### config.mk
export PLATFORM = sky130hd
export DESIGN_NAME = ctrl_pipe_regs
export DESIGN_NICKNAME = d
export VERILOG_FILES = /design/src/rtl/ctrl_pipe_regs.sv
export SDC_FILE = /design/constraint.sdc
export NUM_CORES = 1
export LEC_CHECK = 0
export ABC_AREA = 1
export CAP_MARGIN = 20
export CELL_PAD_IN_SITES_DETAIL_PLACEMENT = 0
export CELL_PAD_IN_SITES_GLOBAL_PLACEMENT = 2
export CORE_ASPECT_RATIO = 1.25
export CORE_MARGIN = 2
export CORE_UTILIZATION = 28
export DETAILED_ROUTE_END_ITERATION = 8
export HOLD_SLACK_MARGIN = 0.08
export PLACE_DENSITY_LB_ADDON = 0.1
export SYNTH_ARGS = -nofsm -noshare
export SYNTH_HDL_FRONTEND = slang
export SYNTH_SLANG_ARGS = --single-unit
### constraint.sdc
create_clock -name clk -period 2.6 [get_ports clk]
set_input_delay 0.65 -clock clk [delete_from_list [all_inputs] [get_ports clk]]
set_output_delay 0.65 -clock clk [all_outputs]
set_load 0.02 [all_outputs]
### src/rtl/ctrl_pipe_regs.sv
// Control-word pipeline registers ID/EX -> EX/MEM -> MEM/WB.
// Inserts bubbles on flush and load-use hazards; counts stalls/flushes.
module ctrl_pipe_regs #(
  parameter int REG_ADDR_W = 5,
  parameter int CNT_W      = 16
) (
  input  logic                  clk,
  input  logic                  arst,
  input  logic                  enable,
  input  logic [1:0]            id_alu_op,
  input  logic                  id_reg_dst,
  input  logic                  id_branch,
  input  logic                  id_mem_read,
  input  logic                  id_mem_2_reg,
  input  logic                  id_mem_write,
  input  logic                  id_alu_src,
  input  logic                  id_reg_write,
  input  logic                  id_jump,
  input  logic                  id_flush,
  input  logic [REG_ADDR_W-1:0] id_rs1,
  input  logic [REG_ADDR_W-1:0] id_rs2,
  input  logic [REG_ADDR_W-1:0] id_rd,
  input  logic                  id_uses_rs1,
  input  logic                  id_uses_rs2,
  output logic                  stall,
  output logic [1:0]            ex_alu_op,
  output logic                  ex_reg_dst,
  output logic                  ex_alu_src,
  output logic                  ex_branch,
  output logic                  ex_jump,
  output logic                  ex_mem_read,
  output logic                  ex_mem_write,
  output logic                  ex_mem_2_reg,
  output logic                  ex_reg_write,
  output logic [REG_ADDR_W-1:0] ex_rd,
  output logic                  mem_branch,
  output logic                  mem_jump,
  output logic                  mem_mem_read,
  output logic                  mem_mem_write,
  output logic                  mem_mem_2_reg,
  output logic                  mem_reg_write,
  output logic [REG_ADDR_W-1:0] mem_rd,
  output logic                  wb_mem_2_reg,
  output logic                  wb_reg_write,
  output logic [REG_ADDR_W-1:0] wb_rd,
  output logic [CNT_W-1:0]      stall_cnt,
  output logic [CNT_W-1:0]      flush_cnt
);

  typedef struct packed {
    logic [1:0]            alu_op;
    logic                  reg_dst;
    logic                  alu_src;
    logic                  branch;
    logic                  jump;
    logic                  mem_read;
    logic                  mem_write;
    logic                  mem_2_reg;
    logic                  reg_write;
    logic [REG_ADDR_W-1:0] rd;
  } id_ex_t;

  typedef struct packed {
    logic                  branch;
    logic                  jump;
    logic                  mem_read;
    logic                  mem_write;
    logic                  mem_2_reg;
    logic                  reg_write;
    logic [REG_ADDR_W-1:0] rd;
  } ex_mem_t;

  typedef struct packed {
    logic                  mem_2_reg;
    logic                  reg_write;
    logic [REG_ADDR_W-1:0] rd;
  } mem_wb_t;

  id_ex_t  id_word;
  id_ex_t  id_ex_d;
  id_ex_t  id_ex_q;
  ex_mem_t ex_mem_d;
  ex_mem_t ex_mem_q;
  mem_wb_t mem_wb_d;
  mem_wb_t mem_wb_q;

  logic [CNT_W-1:0] stall_q;
  logic [CNT_W-1:0] flush_q;
  logic             hit_rs1;
  logic             hit_rs2;
  logic             hazard;

  // Load in EX whose result the ID instruction needs next cycle.
  always_comb begin
    hit_rs1 = id_uses_rs1 && (id_rs1 == id_ex_q.rd);
    hit_rs2 = id_uses_rs2 && (id_rs2 == id_ex_q.rd);
    hazard  = id_ex_q.mem_read
           && (id_ex_q.rd != '0)
           && (hit_rs1 || hit_rs2);
    stall   = hazard && !id_flush;
  end

  always_comb begin
    id_word           = '0;
    id_word.alu_op    = id_alu_op;
    id_word.reg_dst   = id_reg_dst;
    id_word.alu_src   = id_alu_src;
    id_word.branch    = id_branch;
    id_word.jump      = id_jump;
    id_word.mem_read  = id_mem_read;
    id_word.mem_write = id_mem_write;
    id_word.mem_2_reg = id_mem_2_reg;
    id_word.reg_write = id_reg_write
                     && (id_rd != '0);
    id_word.rd        = id_rd;
    id_ex_d           = id_word;
    if (id_flush || stall) begin
      id_ex_d = '0;
    end
  end

  always_comb begin
    ex_mem_d           = '0;
    ex_mem_d.branch    = id_ex_q.branch;
    ex_mem_d.jump      = id_ex_q.jump;
    ex_mem_d.mem_read  = id_ex_q.mem_read;
    ex_mem_d.mem_write = id_ex_q.mem_write;
    ex_mem_d.mem_2_reg = id_ex_q.mem_2_reg;
    ex_mem_d.reg_write = id_ex_q.reg_write;
    ex_mem_d.rd        = id_ex_q.rd;
    mem_wb_d           = '0;
    mem_wb_d.mem_2_reg = ex_mem_q.mem_2_reg;
    mem_wb_d.reg_write = ex_mem_q.reg_write;
    mem_wb_d.rd        = ex_mem_q.rd;
  end

  always_ff @(posedge clk or posedge arst) begin
    if (arst) begin
      id_ex_q  <= '0;
      ex_mem_q <= '0;
      mem_wb_q <= '0;
    end else if (enable) begin
      id_ex_q  <= id_ex_d;
      ex_mem_q <= ex_mem_d;
      mem_wb_q <= mem_wb_d;
    end
  end

  // Saturating counters: a flushed hazard never reaches stall.
  always_ff @(posedge clk or posedge arst) begin
    if (arst) begin
      stall_q <= '0;
      flush_q <= '0;
    end else if (enable) begin
      if (stall && (stall_q != '1)) begin
        stall_q <= stall_q + CNT_W'(1);
      end
      if (id_flush && (flush_q != '1)) begin
        flush_q <= flush_q + CNT_W'(1);
      end
    end
  end

  assign ex_alu_op     = id_ex_q.alu_op;
  assign ex_reg_dst    = id_ex_q.reg_dst;
  assign ex_alu_src    = id_ex_q.alu_src;
  assign ex_branch     = id_ex_q.branch;
  assign ex_jump       = id_ex_q.jump;
  assign ex_mem_read   = id_ex_q.mem_read;
  assign ex_mem_write  = id_ex_q.mem_write;
  assign ex_mem_2_reg  = id_ex_q.mem_2_reg;
  assign ex_reg_write  = id_ex_q.reg_write;
  assign ex_rd         = id_ex_q.rd;

  assign mem_branch    = ex_mem_q.branch;
  assign mem_jump      = ex_mem_q.jump;
  assign mem_mem_read  = ex_mem_q.mem_read;
  assign mem_mem_write = ex_mem_q.mem_write;
  assign mem_mem_2_reg = ex_mem_q.mem_2_reg;
  assign mem_reg_write = ex_mem_q.reg_write;
  assign mem_rd        = ex_mem_q.rd;

  assign wb_mem_2_reg  = mem_wb_q.mem_2_reg;
  assign wb_reg_write  = mem_wb_q.reg_write;
  assign wb_rd         = mem_wb_q.rd;

  assign stall_cnt     = stall_q;
  assign flush_cnt     = flush_q;

endmodule
==> impl_metrics.ini <==
[clock_tree]
cts_max_path_buffers = 2
h-tree-depth = 3
postCtsHoldBufs = 0
insertion_delay_ns = 0.33
cts-buffers-inserted = 9
clkSinkCount = 65
ctsResizeCount = 4
root_buffer = clkbuf_16
cts_tree = done
clkTransAtPathRegs_ns = 0.05
post-cts-setup-buffers = 0

[routing]
wl_per_cell_um = 13.3
drt_iter0_markers = 59
drt_first_pass_iters = 4
via_count = 3219
viasPerCell = 4.42
ant_nets = 0
drc = 0
totalWireLength_mm = 9.70

[sta]
skew_ns = 0.00525
period_minus_slack_ns = 2.47
setup_viol = 0
slew_violations = 0
hold_violations = 0
fmax_mhz = 405
fin_crit_sh = 0.951
worst-slew-pin-transition_ns = 0.523
rsz0062_at_grt = false
relSlewSlack = 0.651

[synthesis]
synth-main-ff-cell = dfrtp_1
synth_top_area_frac = 0.450
synth_area_leaders = dfrtp_1 (45%), nand2_1 (14%), inv_1 (6.7%), xor2_1 (3.6%), o21bai_1 (3.3%)
yosysSeqAreaShare = 0.450
syn_nets = 485
postSynthAreaPerCell_um2 = 7.99
yosys_warnings = 0
synth_edf_count = 0
synthDistinctLibCells = 32
synthCells = 452
synth_area_leader_cell = dfrtp_1
synthArstFlopShare = 1.00
synth_area_um2 = 3610
synth-seq-cells = 65

[grt]
grt_pass1_wl_mm = 16.3
grt_max_degree = 38
grt_remaining_overflow = 0
antenna_found_initial = 0
grt_pass1_vias = 3232
grt_usage = 0.151

[status]
status = finished clean

[layout]
diodes = 0
stdcell_area_um2 = 5070
drive_gt1_frac = 0.114
fin_util = 0.400
syn2layout_area_growth_pct = 40.4
fin_nets = 588

[power_and_ir_drop]
power.density_nw_per_um2 = 603
p_total_mw = 3.06
vdd_drop_max_uv = 242
leakage_nw = 2.48

[die]
coreArea_um2 = 12700
die_width_um = 106
die_h_um = 131
initial_core_util = 0.285
die_area_um2 = 13800
pin_count = 97
row_count = 46

[place]
io_buffers = 96
gp_congestion = 0.773
placed_cell_area_um2 = 4790
post-dp-hpwl_mm = 7.12

[min_path]
hp-class = flop to flop
holdPathEnd = wb_rd[3]
worstHoldStart = wb_rd[3]
holdPathStages = 2

[worst_setup_path]
critPathRequiredTime_ns = 1.95
startpoint_type = input pin
worstPathMaxFanout = 2
r2r_start = flush_cnt[0]
worst_r2r_endpoint = flush_cnt[1]
cp-end-kind = primary output
ff2ff_setup_slack_ns = 0.69
ff2ff_path_depth = 8
critPathArrivalTime_ns = 1.82
path_class = input pin to primary output

[flow_run]
drv_cap = 0
per-layer routing:
metal  track usage  vias to the layer above  wire length, um
met4        0.0650                        0              172
met2         0.252                       73             4640
li1              -                     1625                -
met3        0.0417                       10              549
met5             0                        -                0
met1         0.183                     1511             4340
worst max-delay path, stage by stage:
cell and delay [ns]:
clkdlybuf4s50_1 0.49, inv_1 0.04, nand2_1 0.05, nand2_1 0.05
nor2_1 0.09, nand3_1 0.10, nand2_2 0.10, nand3_4 0.06
inv_1 0.05, buf_2 0.15
through the flow:
| step | hold WS [ns] | setup slack [ns] | instances | setup TNS, ns |
|---|---|---|---|---|
| after detailed placement | 0.476 | -0.346 | 712 | -0.346 |
| after CTS | 0.490 | 0.0915 | 728 | 0 |
| final | 0.483 | 0.128 | 728 | 0 |
| after global placement | 0.465 | -0.357 | 712 | -0.357 |
| after floorplan | 0.593 | 0.324 | 452 | 0 |
| after global routing | 0.520 | 0.0146 | 728 | 0 |
power by group:
part | switching (mW) | internal [mW]
clock network | 0.450 | 0.692
logic | 0.386 | 0.316
registers | 0.104 | 1.11
total | 0.940 | 2.12
logic make-up (layout without fill, tap and decap cells):
logic type	after synthesis	count (layout)	share of synthesized area
AO/OA/AOI/OAI	59	59	0.101
adder cells (fa/ha/maj)	2	2	0.00693
flip-flops	65	65	0.450
AND/OR/NAND/NOR	216	216	0.284
XOR/XNOR	23	23	0.0558
buffers and inverters	87	195	0.101
cell usage in the layout, fill, tap and decap left out, drive strengths merged:
cell type,count
nand4,4
o21ai,34
clkbuf,11
clkinvlp,2
nor2,18
nand3b,2
o22ai,9
nor4,1
dfrtp,65
xor2,15
clkdlybuf4s50,94
nand3,34
xnor2,8
buf,13
nor3,14
ha,2
inv,72
nand2,142
clkinv,3
and2,1
o21bai,16
worst max-delay path by stage:
stage,endpoint,cells after the start,from,slack [ns]
global route,stall,10,id_rs2[3],0.01
floorplan,ex_alu_op[0],1,arst,0.32
finish,stall,10,id_rs1[1],0.13
detailed placement,stall,10,id_rs1[3],-0.35
global placement,stall,10,id_rs1[3],-0.36
CTS,stall,10,id_rs1[3],0.09
cell usage after synthesis (2+ instances only):
| cell type | n |
|---|---|
| o21ai_0 | 23 |
| nor3_2 | 2 |
| o21ai_2 | 5 |
| nand2_1 | 139 |
| nand4_1 | 3 |
| o22ai_1 | 9 |
| nand2_2 | 2 |
| nor3_1 | 12 |
| xnor2_1 | 8 |
| buf_4 | 4 |
| o21bai_1 | 16 |
| nor2_1 | 16 |
| xor2_1 | 15 |
| o21ai_1 | 6 |
| nand3b_1 | 2 |
| dfrtp_1 | 65 |
| nand3_1 | 23 |
| nand3_2 | 10 |
| inv_1 | 64 |
| clkbuf_1 | 8 |
| inv_2 | 8 |
| ha_1 | 2 |
area by class of cell:
type | count | area (um2)
clock buffer | 11 | 253
multi-input combinational | 300 | 1620
tap | 168 | 210
clock inverter | 5 | 30.0
sequential | 65 | 1630
fill | 1350 | 7590
timing repair buffer | 107 | 1060
inverter | 72 | 270
(Power assumes the default switching activity.)
